### config.mk
export PLATFORM = sky130hd
export DESIGN_NAME = csi2tx_p2b_ctrl
export DESIGN_NICKNAME = d
export VERILOG_FILES = /design/src/rtl/csi2tx_p2b_ctrl.sv
export SDC_FILE = /design/constraint.sdc
export NUM_CORES = 1
export LEC_CHECK = 0
export ABC_AREA = 1
export CAP_MARGIN = 25
export CORE_AREA = 4 4 99 101
export DETAILED_ROUTE_END_ITERATION = 8
export DIE_AREA = 0 0 103 105
export DONT_BUFFER_PORTS = 1
export GPL_TIMING_DRIVEN = 0
export PLACE_DENSITY_LB_ADDON = 0.05
export SLEW_MARGIN = 20
export SYNTH_ARGS = -nofsm -noshare
export SYNTH_HDL_FRONTEND = slang
export SYNTH_SLANG_ARGS = --single-unit
### constraint.sdc
create_clock -name clk -period 1.85 [get_ports clk]
set_input_delay 0.185 -clock clk [delete_from_list [all_inputs] [get_ports clk]]
set_output_delay 0.185 -clock clk [all_outputs]
set_load 0.01 [all_outputs]
### src/rtl/csi2tx_p2b_ctrl.sv
// csi2tx_p2b_ctrl: pixel-to-byte converter sequencer for CSI-2 TX
// Registers sensor pixels, selects one converter by data type, and tracks line bytes and errors.
module csi2tx_p2b_ctrl #(
    parameter int PIX_W     = 24,
    parameter int WC_W      = 16,
    parameter int FLUSH_CYC = 2
) (
    input  logic             clk,
    input  logic             rst_n,
    input  logic [5:0]       data_type,
    input  logic [WC_W-1:0]  word_count,
    input  logic             sensor_pixel_vld,
    input  logic [PIX_W-1:0] sensor_pixel_data,
    output logic [PIX_W-1:0] pixel_data,
    output logic [PIX_W-1:0] pixel_data_d1,
    output logic             pixel_data_vld,
    output logic [1:0]       pixel_cnt,
    output logic             sensor_pixel_vld_falling_edge,
    output logic             rgb888_convrn_enable,
    output logic             rgb565_convrn_enable,
    output logic             raw8_convrn_enable,
    input  logic [31:0]      rgb888_dw,
    input  logic [31:0]      rgb565_dw,
    input  logic [31:0]      raw8_dw,
    input  logic             rgb888_dw_vld,
    input  logic             rgb565_dw_vld,
    input  logic             raw8_dw_vld,
    output logic [31:0]      dw,
    output logic             dw_vld,
    output logic [WC_W:0]    byte_cnt,
    output logic             line_done,
    output logic             wc_err,
    output logic             unsup_dt_err,
    output logic             ovr_err
);
    localparam int FW = $clog2(FLUSH_CYC + 1);
    localparam logic [FW-1:0] FLAST = FW'(FLUSH_CYC - 1);

    typedef enum logic [1:0] {IDLE, ACTIVE, FLUSH} state_t;

    state_t        r_state;
    logic [5:0]    r_dt;
    logic [FW-1:0] r_fcnt;
    logic          w_888, w_565, w_raw8, w_start;
    logic [1:0]    w_bpp, w_pc_inc;
    logic [WC_W+1:0] w_sum;

    assign w_888  = r_dt == 6'h24;
    assign w_565  = r_dt == 6'h22;
    assign w_raw8 = r_dt == 6'h2A;
    assign rgb888_convrn_enable = w_888;
    assign rgb565_convrn_enable = w_565;
    assign raw8_convrn_enable   = w_raw8;

    assign w_bpp    = w_888 ? 2'd3 : w_565 ? 2'd2 : w_raw8 ? 2'd1 : 2'd0;
    assign w_pc_inc = w_565 ? {1'b0, ~pixel_cnt[0]} : pixel_cnt + 2'd1;
    assign w_sum    = {1'b0, byte_cnt} + (WC_W+2)'(w_bpp);
    assign w_start  = pixel_data_vld & (r_state != ACTIVE);

    assign dw     = w_888 ? rgb888_dw : w_565 ? rgb565_dw : w_raw8 ? raw8_dw : 32'd0;
    assign dw_vld = (r_state != IDLE) &
                    (w_888 ? rgb888_dw_vld : w_565 ? rgb565_dw_vld : w_raw8 & raw8_dw_vld);

    // A pixel arriving in FLUSH closes the old line early and opens the next one.
    assign line_done    = (r_state == FLUSH) & (pixel_data_vld | (r_fcnt == FLAST));
    assign wc_err       = line_done & (byte_cnt != {1'b0, word_count});
    assign unsup_dt_err = (r_state == IDLE) & pixel_data_vld & ~(w_888 | w_565 | w_raw8);
    assign ovr_err      = (r_state == FLUSH) & pixel_data_vld;

    always_ff @(posedge clk or negedge rst_n) begin
        if (!rst_n) begin
            r_state                       <= IDLE;
            r_dt                          <= '0;
            r_fcnt                        <= '0;
            pixel_data                    <= '0;
            pixel_data_d1                 <= '0;
            pixel_data_vld                <= 1'b0;
            pixel_cnt                     <= '0;
            sensor_pixel_vld_falling_edge <= 1'b0;
            byte_cnt                      <= '0;
        end else begin
            pixel_data                    <= sensor_pixel_data;
            pixel_data_vld                <= sensor_pixel_vld;
            sensor_pixel_vld_falling_edge <= pixel_data_vld & ~sensor_pixel_vld;
            if (pixel_data_vld)
                pixel_data_d1 <= pixel_data;
            if (r_state == IDLE)
                r_dt <= data_type;
            // pixel_cnt survives the line-end pulse, then clears so a restart begins at index 0
            if (pixel_data_vld)
                pixel_cnt <= w_pc_inc;
            else if (r_state != ACTIVE || sensor_pixel_vld_falling_edge)
                pixel_cnt <= '0;
            if (w_start)
                byte_cnt <= (WC_W+1)'(w_bpp);
            else if (pixel_data_vld)
                byte_cnt <= w_sum[WC_W+1] ? '1 : w_sum[WC_W:0];
            case (r_state)
                IDLE: if (pixel_data_vld) r_state <= ACTIVE;
                ACTIVE: if (sensor_pixel_vld_falling_edge) begin
                    r_state <= FLUSH;
                    r_fcnt  <= '0;
                end
                FLUSH: begin
                    if (pixel_data_vld)
                        r_state <= ACTIVE;
                    else if (r_fcnt == FLAST)
                        r_state <= IDLE;
                    r_fcnt <= r_fcnt + 1'b1;
                end
                default: r_state <= IDLE;
            endcase
        end
    end
endmodule

# After elaboration in Yosys (flattened, before gate mapping)
# Index checks and enable logic that the tools add are counted.
# op_classes
n_addsub,3
n_eq_ne,11
n_mux,21
bitwise,15
reduce_logical,8
# op_table
op,n
$mux 32,3
$mux 17,3
$mux 2,10
$add 17x2->18,1
$eq 6x6->1 const B,3
$ne 17x16->1,1
$and 1x1->1,9
$reduce_bool 2->1,4
$pmux 2 s3,1
$add 2x1->2 const B,2
$eq 2x1->1 const B,2
$ne 2x2->1 const B,2
$pmux 2 s2,1
$mux 1,3
$ne 3x2->1 const B,1
$not 1->1,3
$or 1x1->1,3
$reduce_and 3->1,1
$eq 2x2->1 const B,1
$logic_not 2->1,1
$ne 2x1->1 const B,1
$reduce_and 2->1,1
$logic_or 1x1->1,1
# word_totals
reg_bits,79
output_inout_bits,109
word_cells,67

# Logic depth before layout (Yosys ltp)
# Gate-level depths: netlist of the first run.
# depth
word_depth,8
mapped_depth,15
depth_no_buf,15

# Worst setup path before layout of the first run
# No wires, ideal clock.
# synth_timing
kind,reg-to-reg
from,reg r_dt[1]
to,reg byte_cnt[10]
arrival_time_ns,1.852
t_required_ns,1.726
setup_slack_ns,-0.126
stages_incl_launch_ff,11
n_path_buf,0
synth_period_minus_slack_ns,1.976
path_cell_list,dfrtp_1 nor3_1 nand3_1 nand2_1 ha_1 fa_1 inv_1 nor3_2 nand2_1 o211ai_1 nand2_1
# synth_via
elab_chain_cells,8
word_cells_on_any_way,10
cone_classes,add/sub: 1; eq/ne: 3; mux: 6
# synth_rtl
element,line,source
"start, declared",42,logic [5:0] r_dt;
"start signal, assigned",88,r_dt <= data_type;
$eq 6x6->1,50,assign w_raw8 = r_dt == 6'h2A;
$mux 1,55,assign w_bpp = w_888 ? 2'd3 : w_565 ? 2'd2 : w_raw8 ? 2'd1 : 2'd0;
$mux 2,55,
$mux 2 *,55,
$add 17x2->18 *,57,"assign w_sum = {1'b0, byte_cnt} + (WC_W+2)'(w_bpp);"
$mux 17 *,97,byte_cnt <= w_sum[WC_W+1] ? '1 : w_sum[WC_W:0];
$mux 17 *,96,else if (pixel_data_vld)
$mux 17 *,94,if (w_start)
"end signal, assigned",95,byte_cnt <= (WC_W+1)'(w_bpp);
"end signal, assigned",97,
"end, declared",30,"output logic [WC_W:0] byte_cnt,"
# Every way passes the cells marked *; elsewhere a longest branch is shown, timed or not. The select of a mux whose other input is x is not followed.
# A chain may end at the register's enable or synchronous reset.

# Final worst setup path of the first run
# layout_timing
from,reg r_dt[5]
to,out dw[28]
# layout_via
elab_chain_cells,4
word_cells_on_any_way,6
cone_classes,eq/ne: 3; mux: 3
# layout_rtl
element,line,source
$eq 6x6->1,50,
$mux 32 (2 in a row),60,assign dw = w_888 ? rgb888_dw : w_565 ? rgb565_dw : w_raw8 ? raw8_dw : 32'd0;
$mux 32 *,60,
"end, declared",28,"output logic [31:0] dw,"
# Every way passes the cells marked *; elsewhere a longest branch is shown, timed or not.

==> results of run 1 <==
## through the flow
stage	cell area [sq um]	hold slack [ns]	total power [uW]	utilization [%]
2_1_floorplan	4250	-0.111	2900	-
6_report	5430	-0.467	4870	60.2
5_1_grt	5430	-0.501	5180	60.2
3_3_place_gp	4390	-0.108	3110	48.6
3_5_place_dp	4390	-0.109	3150	48.6
4_1_cts	5050	-0.486	4710	56.0
## critical path, stage by stage (launching register included)
cell,delay [ns]
dfrtp_1,0.38
inv_2,0.08
nor2_4,0.06
buf_4,0.13
nand2_2,0.08
buf_4,0.13
clkinvlp_4,0.17
buf_6,0.17
clkbuf_16,0.13
nand2_1,0.07
nand3_2,0.11
## metal layers
layer | track usage, % | wire length (um) | vias to the layer above
met5 | 0 | 0 | -
met2 | 38.3 | 6440 | 167
met1 | 28.0 | 5110 | 1847
li1 | - | - | 1889
met3 | 6.68 | 1180 | 19
met4 | 6.01 | 211 | 0
## flip-flops by register name (all words and copies together), names as in the netlist
name,count
pixel_data,24
pixel_data_d1,24
byte_cnt,17
r_dt,6
pixel_cnt,2
r_fcnt,2
r_state,2
pixel_data_vld,1
sensor_pixel_vld_falling_edge,1
## cells in the final DEF, fill, tap and decap left out, types with 5 or more instances in the layout
cell type      synthesis  routed
nand3_1               53      17
clkbuf_8               0       9
nand3_2                0      33
nor2_1                36      31
clkbuf_1               8       5
dfrtp_2                0       6
buf_4                  5      21
xor2_1                 5       5
nand2_1              257     244
dlygate4sd3_1          0      31
xnor2_1                5       5
o21ai_1               12      12
o21ai_0               17      16
inv_2                  3       9
nand2_2                3      13
inv_1                 29      22
buf_6                  0       6
nor2_4                 3       6
nand3_4                2       5
dfrtp_1               79      73
## cells by family after synthesis
group / share of synthesized area [%]
muxes: 0.538
and+or+nand+nor: 38.0
xor gates and xnor gates: 2.09
adders and majority gates: 1.37
DFF: 47.2
AOI/OAI and AO/OA: 4.93
buffers and inverters: 5.88
## cell type report
| class | count | share of cell area (%) |
|---|---|---|
| Buffer | 22 | 2.84 |
| Clock buffer | 9 | 2.28 |
| Clock inverter | 6 | 1.73 |
| Inverter | 35 | 2.65 |
| Multi-Input combinational cell | 426 | 42.6 |
| Sequential cell | 79 | 36.6 |
| Tap cell | 111 | 2.56 |
| Timing Repair Buffer | 50 | 8.81 |
## worst min-delay path by stage
stage	from	to	cells past startpoint
finish	rst_n	byte_cnt[14]$_DFFE_PN0P_	0
global route	rst_n	pixel_data_d1[7]$_DFFE_PN0P_	0
CTS	rst_n	pixel_data[9]$_DFF_PN0_	0
detailed placement	rst_n	pixel_data_d1[23]$_DFFE_PN0P_	0
global placement	rst_n	pixel_data_d1[23]$_DFFE_PN0P_	0
floorplan	rst_n	byte_cnt[0]$_DFFE_PN0P_	0
## power groups by stage
stage          clock network [uW]  logic [uW]  registers, uW
2_1_floorplan                   0         752           2150
3_3_place_gp                    0         912           2200
6_report                     1410        1250           2210
3_5_place_dp                    0         943           2200
4_1_cts                      1450        1070           2190
5_1_grt                      1540        1400           2240
## repair_timing
| action | CTS | global route |
|---|---|---|
| endpoints found under the setup margin | 50 | 51 |
| cloned | 0 | 1 |
| resized for setup | 24 | 69 |
| endpoints found under the hold margin | 111 | 79 |
| pin swaps | 11 | 12 |
| setup buffers | 9 | 9 |
==> results.yml, run 1 <==
cts:
  holdBufCountCts: 31
  insertion_delay_ns: 0.34
  clock_tree_buffer_depth: 2
  tritoncts: "built"
  clock_tree.htree_level_count: 3
  worst_setup_hold_path_clk_slew_ns: 0.08
  number_of_buffers_added_by_the_clock_tree_synthesis_step: 9
  root_buffer: "clkbuf_8"
  clkSinkCount: 79
timing:
  timing.final.hold_violations: 79
  fin_hold_ws_ns: -0.467
  clock-skew-final_ns: 0.00793
  min_period_over_period_pct: 109
  rsz_0062_raised_after_global_routing: "true"
  fmaxAchievable_mhz: 496
  worst_slew_pin_slew_ns: 0.537
  final-setup-viol-count: 50
  timing.setup.tns_ns: -3.73
  setup_slack_ns: -0.165
  timing.final.max_slew_violations: 0
  min_period_ns: 2.01
  slew_headroom_pct: 64.2
critical_path:
  timing.rr.end: "byte_cnt[16]$_DFFE_PN0P_"
  setup.worst_path.start: "r_dt[5]$_DFFE_PN0N_"
  required_time_of_the_critical_path_ns: 1.66
  crit_path_end: "dw[28]"
  critical_path_peak_fanout: 5
  worst_setup_path_end_kind: "primary output"
  crit-reg2reg-launch: "r_dt[1]$_DFFE_PN0N_"
  startpoint_type: "register"
  worst_ep_arrival_time_ns: 1.83
  r2r.worst_path.cells: 12
  reg2reg_slack_ns: -0.14
  timing_worst_setup_path_type: "reg -> out"
global_route:
  via_count_of_the_first_global_routing_pass: 3804
  grt_start_max_net_pins: 80
  grt_first_pass_wirelength_um: 19100
  grt_ovf: 0
  antenna_violations_before_repair: 0
  grtUsageTotal_pct: 22.7
final_layout:
  flow.area_growth_from_synthesis_pct: 29.5
  drive_gt1_share_pct: 23.8
  fin_cells: 738
  fillCellCount: 795
  multi_input_comb_area_sq_um: 2310
  seqCellArea_sq_um: 1980
  final_net_count: 775
  antenna-diode-count: 0
power_and_ir_drop:
  p_leak_uw: 0.00281
  pwr-share-comb_pct: 25.6
  seqPwrFrac_pct: 45.3
  power.density_nw_per_um2: 897
  power_frac_clock_pct: 29.0
  ir_worst_vdd_uv: 624
  p_switching_uw: 1660
  cellInternalPower_uw: 3210
  switching_share_pct: 34.0
logic_synthesis:
  synthTopCellsByArea: "dfrtp_1 47%, nand2_1 23%, nand3_1 6.3%"
  synth_top_area_cell: "dfrtp_1"
  synth_ff_type: "dfrtp_1"
  netlist.area_leader.share_pct: 47.2
  synth_async_sr_flop_share_pct: 100
  synthesis.area_sq_um: 4190
  synthMostInstantiatedCell: "nand2_1"
  seq_area_frac_synth_pct: 47.2
  syn-instance-count: 562
  synthesis.area_per_instance_sq_um: 7.45
  yosys_warnings: 0
  synth-edff-count: 0
  syn-num-nets: 714
  yosys_register_bits: 79
  synthTopCellsByCount: "257 x nand2_1, 79 x dfrtp_1, 53 x nand3_1"
  synth.lib_cells_used.distinct: 34
outcome:
  violations: "hold timing, setup timing"
  status: "finished, violations left"
die:
  fp.dieArea_sq_um: 10800
  floorplan.io_pins: 257
  floorplan.die.width_um: 103
  floorplan.rows: 35
  placeableCoreArea_sq_um: 9020
  floorplan.die.height_um: 105
  floorplan.initialDensity_pct: 46.4
drt:
  first_iter_violations: 184
  routed_wl_um: 12900
  detail_route.first_pass.iterations: 4
  detail_route.wl_per_cell_um: 17.5
  total_drc_errors_in_the_routed_layout: 0
  drtAntennaViolNets: 0
  routed-via-count: 3922
  detail_route.vias_per_cell: 5.31
placed_design:
  dp.final_hpwl_um: 9450
  place.gp.congestion: 0.797
  placed_cells_incl_taps: 673
  port_buffers: 0
  place_ws_ns: -0.325
flow_run:
  maxCapViolCount: 0
min_path:
  hp-class: "in -> async"
No activity file was read; power rests on OpenSTA's default activity.
==> run 2: changes to the inputs <==
--- a/config.mk
+++ b/config.mk
@@ -7,11 +7,13 @@
 export LEC_CHECK = 0
 export ABC_AREA = 1
 export CAP_MARGIN = 25
-export CORE_AREA = 4 4 99 101
+export CORE_ASPECT_RATIO = 1.4
+export CORE_MARGIN = 4
+export CORE_UTILIZATION = 30
 export DETAILED_ROUTE_END_ITERATION = 8
-export DIE_AREA = 0 0 103 105
 export DONT_BUFFER_PORTS = 1
 export GPL_TIMING_DRIVEN = 0
+export HOLD_SLACK_MARGIN = 0.03
 export PLACE_DENSITY_LB_ADDON = 0.05
 export SLEW_MARGIN = 20
 export SYNTH_ARGS = -nofsm -noshare
==> results.yml, run 2 (synthesis gave the netlist of run 1 again) <==
outcome:
  status: "finished, violations left"
  violations: "hold timing, setup timing"
cts:
  clkSinkCount: 79
  number_of_buffers_added_by_the_clock_tree_synthesis_step: 9
  holdBufCountCts: 31
  worst_setup_hold_path_clk_slew_ns: 0.07
  tritoncts: "built"
  insertion_delay_ns: 0.34
  clock_tree_buffer_depth: 2
  clock_tree.htree_level_count: 3
  root_buffer: "clkbuf_16"
timing:
  min_period_ns: 1.99
  final-setup-viol-count: 47
  min_period_over_period_pct: 108
  slew_headroom_pct: 65.9
  rsz_0062_raised_after_global_routing: "true"
  timing.final.hold_violations: 79
  clock-skew-final_ns: 0.00990
  timing.final.max_slew_violations: 0
  worst_slew_pin_slew_ns: 0.512
  setup_slack_ns: -0.143
  fin_hold_ws_ns: -0.460
  fmaxAchievable_mhz: 502
  timing.setup.tns_ns: -4.48
min_path:
  hp-class: "in -> async"
critical_path:
  worst_setup_path_end_kind: "register"
  timing.rr.end: "byte_cnt[14]$_DFFE_PN0P_"
  r2r.worst_path.cells: 12
  timing_worst_setup_path_type: "reg -> reg"
  worst_ep_arrival_time_ns: 2.27
  required_time_of_the_critical_path_ns: 2.12
  startpoint_type: "register"
  crit-reg2reg-launch: "r_dt[1]$_DFFE_PN0N_"
  reg2reg_slack_ns: -0.14
  setup.worst_path.start: "r_dt[1]$_DFFE_PN0N_"
  critical_path_peak_fanout: 4
global_route:
  antenna_violations_before_repair: 0
  grt_first_pass_wirelength_um: 21100
  grtUsageTotal_pct: 16.9
  grt_ovf: 0
  via_count_of_the_first_global_routing_pass: 4178
  grt_start_max_net_pins: 80
drt:
  routed-via-count: 3957
  detail_route.first_pass.iterations: 4
  detail_route.wl_per_cell_um: 17.1
  drtAntennaViolNets: 0
  total_drc_errors_in_the_routed_layout: 0
  routed_wl_um: 13900
  detail_route.vias_per_cell: 4.86
  first_iter_violations: 138
power_and_ir_drop:
  p_total_uw: 5310
  power.density_nw_per_um2: 934
  ir_worst_vdd_uv: 450
  p_leak_uw: 0.00285
die:
  fp.dieArea_sq_um: 15900
  floorplan.die.width_um: 108
  floorplan.rows: 50
  placeableCoreArea_sq_um: 13500
  floorplan.io_pins: 257
  floorplan.initialDensity_pct: 31.0
  floorplan.die.height_um: 148
placed_design:
  placement.cell_area_sq_um: 4470
  port_buffers: 0
  dp.final_hpwl_um: 9990
  place_ws_ns: -0.360
  place.gp.congestion: 0.775
final_layout:
  flow.area_growth_from_synthesis_pct: 35.6
  finalCoreUtilization_pct: 42.0
  layout.cell_area.non_filler_sq_um: 5680
  fillCellCount: 1341
  seqCellArea_sq_um: 1990
  multi_input_comb_area_sq_um: 2320
  antenna-diode-count: 0
  top_flop_regs: "pixel_data (24), pixel_data_d1 (24), byte_cnt (17)"
  drive_gt1_share_pct: 24.7
  final_common_cell: "nand2_1"
  final_cell_mix: "249 x nand2_1, 70 x dfrtp_1, 36 x nand3_2"
  final_net_count: 779
flow_run:
  maxCapViolCount: 0
==> run 2: changes by cell type in the layout (fill, tap and decap cells not counted), moves of 3 or more <==
| cell | delta |
|---|---|
| clkbuf_16 | +8 |
| buf_6 | +9 |
| nand2_1 | +5 |
| nand3_2 | +3 |
| buf_4 | -4 |
| dfrtp_2 | +3 |
| dfrtp_1 | -3 |
| nand2_2 | -5 |
| clkbuf_8 | -9 |
==> run 2: final cells by class <==
| cell class | count | area share [%] |
|---|---|---|
| sequential | 79 | 35.0 |
| multi-input combinational | 427 | 40.9 |
| tap | 182 | 4.01 |
| timing repair buffer | 52 | 8.92 |
| inverter | 35 | 2.69 |
| clock inverter | 7 | 1.50 |
| clock buffer | 9 | 3.96 |
| buffer | 22 | 2.93 |
| timing repair inverter | 1 | 0.154 |
==> run 2: layer usage <==
layer | track usage (%) | share of wire, % | vias to the layer above
met5 | 0 | 0 | -
met4 | 4.74 | 1.1 | 0
met3 | 4.63 | 9.0 | 12
met2 | 33.3 | 55 | 180
met1 | 16.9 | 35 | 1853
li1 | - | - | 1912
==> run 2: worst max-delay path by stage <==
| stage | end | slack (ns) | cells after the start |
|---|---|---|---|
| 2_1_floorplan | byte_cnt[16]$_DFFE_PN0P_ | -0.03 | 13 |
| 5_1_grt | byte_cnt[14]$_DFFE_PN0P_ | -0.28 | 13 |
| 3_3_place_gp | byte_cnt[12]$_DFFE_PN0P_ | -0.35 | 15 |
| 3_5_place_dp | byte_cnt[15]$_DFFE_PN0P_ | -0.36 | 15 |
| 6_report | byte_cnt[14]$_DFFE_PN0P_ | -0.14 | 12 |
| 4_1_cts | byte_cnt[10]$_DFFE_PN0P_ | -0.19 | 10 |
==> run 2: worst max-delay path: stages, from the launching register on <==
cell,delay [ns]
dfrtp_2,0.43
nor3_2,0.18
nand3_2,0.16
nand2_4,0.11
ha_4,0.14
fa_2,0.21
inv_4,0.05
nor3_4,0.23
buf_4,0.17
nand3b_1,0.07
nand3_1,0.07
nand2_1,0.05
nand2_1,0.06
==> run 2: timing repair <==
| action | 4_1_cts | 5_1_grt |
|---|---|---|
| buffers inserted | 13 | 5 |
| gates resized for setup | 88 | 23 |
| endpoints found under the hold margin | 111 | 79 |
| pin swaps | 37 | 20 |
| setup endpoints to repair | 50 | 53 |
| gates cloned | 5 | 0 |
==> run 2: power breakdown <==
group          switching [uW]  total, uW  internal, uW
registers                 249       2190          1940
logic                     762       1270           510
clock network             772       1850          1070
total                    1780       5310          3520
==> run 2: per-stage QoR <==
stage          hold slack [ns]  std cells
6_report                -0.460        814
3_5_place_dp            -0.108        744
3_3_place_gp            -0.108        744
4_1_cts                 -0.474        809
2_1_floorplan           -0.111        562
5_1_grt                 -0.479        814
==> run 3: changes to the inputs <==
--- a/config.mk
+++ b/config.mk
@@ -8,14 +8,13 @@
 export ABC_AREA = 1
 export CAP_MARGIN = 25
 export CORE_ASPECT_RATIO = 1.4
-export CORE_MARGIN = 4
+export CORE_MARGIN = 1
 export CORE_UTILIZATION = 30
 export DETAILED_ROUTE_END_ITERATION = 8
 export DONT_BUFFER_PORTS = 1
 export GPL_TIMING_DRIVEN = 0
 export HOLD_SLACK_MARGIN = 0.03
 export PLACE_DENSITY_LB_ADDON = 0.05
-export SLEW_MARGIN = 20
 export SYNTH_ARGS = -nofsm -noshare
 export SYNTH_HDL_FRONTEND = slang
 export SYNTH_SLANG_ARGS = --single-unit
==> results.yml, run 3 (synthesis gave the netlist of run 1 again) <==
placed_design:
  placed_cells_incl_taps: 744
  dp.final_hpwl_um: 9270
  place.gp.congestion: 0.791
  place_ws_ns: -0.355
  port_buffers: 0
timing:
  worst_slew_pin_slew_ns: 0.553
  clock-skew-final_ns: 0.00574
  timing.setup.tns_ns: -3.00
  fin_hold_ws_ns: -0.459
  fmaxAchievable_mhz: 501
  timing.final.max_slew_violations: 0
  final-setup-viol-count: 48
  setup_slack_ns: -0.144
  rsz_0062_raised_after_global_routing: "true"
  timing.final.hold_violations: 79
  min_period_ns: 1.99
  min_period_over_period_pct: 108
  slew_headroom_pct: 63.1
die:
  fp.dieArea_sq_um: 14400
  floorplan.rows: 50
  floorplan.initialDensity_pct: 31.0
  floorplan.die.width_um: 102
  floorplan.die.height_um: 142
  placeableCoreArea_sq_um: 13500
  floorplan.io_pins: 257
final_layout:
  seqCellArea_sq_um: 1990
  top_flop_regs: "pixel_data (24), pixel_data_d1 (24), byte_cnt (17)"
  fin_cells: 818
  final_cell_mix: "220 x nand2_1, 72 x dfrtp_1, 32 x nor2_1"
  final_net_count: 783
  flow.area_growth_from_synthesis_pct: 42.2
  fillCellCount: 1308
  antenna-diode-count: 0
  final_common_cell: "nand2_1"
  drive_gt1_share_pct: 28.9
  finalCoreUtilization_pct: 44.1
  multi_input_comb_area_sq_um: 2480
drt:
  first_iter_violations: 188
  detail_route.wl_per_cell_um: 16.7
  drtAntennaViolNets: 0
  detail_route.first_pass.iterations: 4
  detail_route.vias_per_cell: 4.90
  total_drc_errors_in_the_routed_layout: 0
  routed_wl_um: 13700
  routed-via-count: 4010
cts:
  clkSinkCount: 79
  number_of_buffers_added_by_the_clock_tree_synthesis_step: 9
  root_buffer: "clkbuf_16"
  worst_setup_hold_path_clk_slew_ns: 0.06
  clock_tree_buffer_depth: 2
  insertion_delay_ns: 0.34
  holdBufCountCts: 31
  tritoncts: "built"
  clock_tree.htree_level_count: 3
global_route:
  antenna_violations_before_repair: 0
  grt_start_max_net_pins: 80
  via_count_of_the_first_global_routing_pass: 4036
  grt_first_pass_wirelength_um: 19400
  grtUsageTotal_pct: 17.8
  grt_ovf: 0
power_and_ir_drop:
  p_leak_uw: 0.00303
  ir_worst_vdd_uv: 478
  power.density_nw_per_um2: 896
critical_path:
  slowest_stage: "dfrtp_1"
  timing_worst_setup_path_type: "reg -> reg"
  required_time_of_the_critical_path_ns: 2.08
  cp_cell_sequence: "buf_6, nand2_2, nor3_2, nand2_2, nand2_4, ha_4, fa_2, inv_4, nor3_4, buf_4, xor2_1, o21ai_1, nand2_1"
  critical_path_peak_fanout: 3
  startpoint_type: "register"
  crit-reg2reg-launch: "r_dt[1]$_DFFE_PN0N_"
  slowest_delay_ns: 0.39
  timing.rr.end: "byte_cnt[6]$_DFFE_PN0P_"
  reg2reg_slack_ns: -0.14
  worst_setup_path_end_kind: "register"
  critPathMostFrequentCell: "nand2_2"
  r2r.worst_path.cells: 13
  worst_ep_arrival_time_ns: 2.22
flow_run:
  maxCapViolCount: 0
min_path:
  hp-class: "in -> async"
outcome:
  status: "finished, violations left"
  violations: "hold timing, setup timing"
run 3: routing by layer:
metal | track usage, % | share of wire [%] | up-vias
met3 | 4.48 | 8.0 | 29
met5 | 0 | 0 | -
met1 | 16.3 | 34 | 1871
li1 | - | - | 1917
met2 | 35.4 | 54 | 193
met4 | 8.12 | 3.7 | 0
run 3: layout make-up:
type                            instances  share of cell area (%)
Multi-Input combinational cell        427                    41.6
Sequential cell                        79                    33.3
Timing Repair Buffer                   55                    9.92
Clock buffer                           10                    4.01
Tap cell                              182                    3.82
Buffer                                 22                    3.09
Inverter                               35                    2.77
Clock inverter                          6                    1.11
Timing Repair inverter                  2                   0.294
run 3: through the flow:
step | instance area [sq um] | power [uW]
final | 5960 | 5330
after global routing | 5960 | 5630
after detailed placement | 4470 | 3170
after floorplan | 4250 | 2900
after global placement | 4470 | 3140
after CTS | 5430 | 5170
run 3: report_power, final:
group	leakage, uW	total [uW]	switching [uW]	internal, uW
Clock	0.000153	1810	723	1090
Combinational	0.00190	1330	779	549
Sequential	0.000970	2190	255	1940
run 3: what timing repair did:
item	CTS	global route
cloned	4	5
endpoints found under the hold margin	111	79
pin swaps	9	23
gates resized for setup	61	106
buffers inserted	11	8
setup endpoints to repair	49	53
run 3: critical path: cells and delay by family, from the launching register on:
| kind | cells | cell delay (ns) |
|---|---|---|
| AND/OR/NAND/NOR | 6 | 0.37 |
| AO/OA/AOI/OAI | 1 | 0.11 |
| buffers and inverters | 3 | 0.35 |
| flip-flops | 1 | 0.39 |
| adder cells (fa/ha/maj) | 2 | 0.54 |
| XOR/XNOR | 1 | 0.13 |
run 3: worst max-delay path by stage:
stage                              startpoint                  endpoint  slack [ns]  depth (start not counted)
after floorplan           r_dt[2]$_DFFE_PN0N_  byte_cnt[16]$_DFFE_PN0P_       -0.03                         13
after global placement    r_dt[5]$_DFFE_PN0N_  byte_cnt[15]$_DFFE_PN0P_       -0.35                         15
after detailed placement  r_dt[5]$_DFFE_PN0N_  byte_cnt[15]$_DFFE_PN0P_       -0.35                         15
after CTS                 r_dt[2]$_DFFE_PN0N_  byte_cnt[14]$_DFFE_PN0P_       -0.21                         14
after global routing      r_dt[0]$_DFFE_PN0N_  byte_cnt[14]$_DFFE_PN0P_       -0.26                         15
final                     r_dt[1]$_DFFE_PN0N_   byte_cnt[6]$_DFFE_PN0P_       -0.14                         13
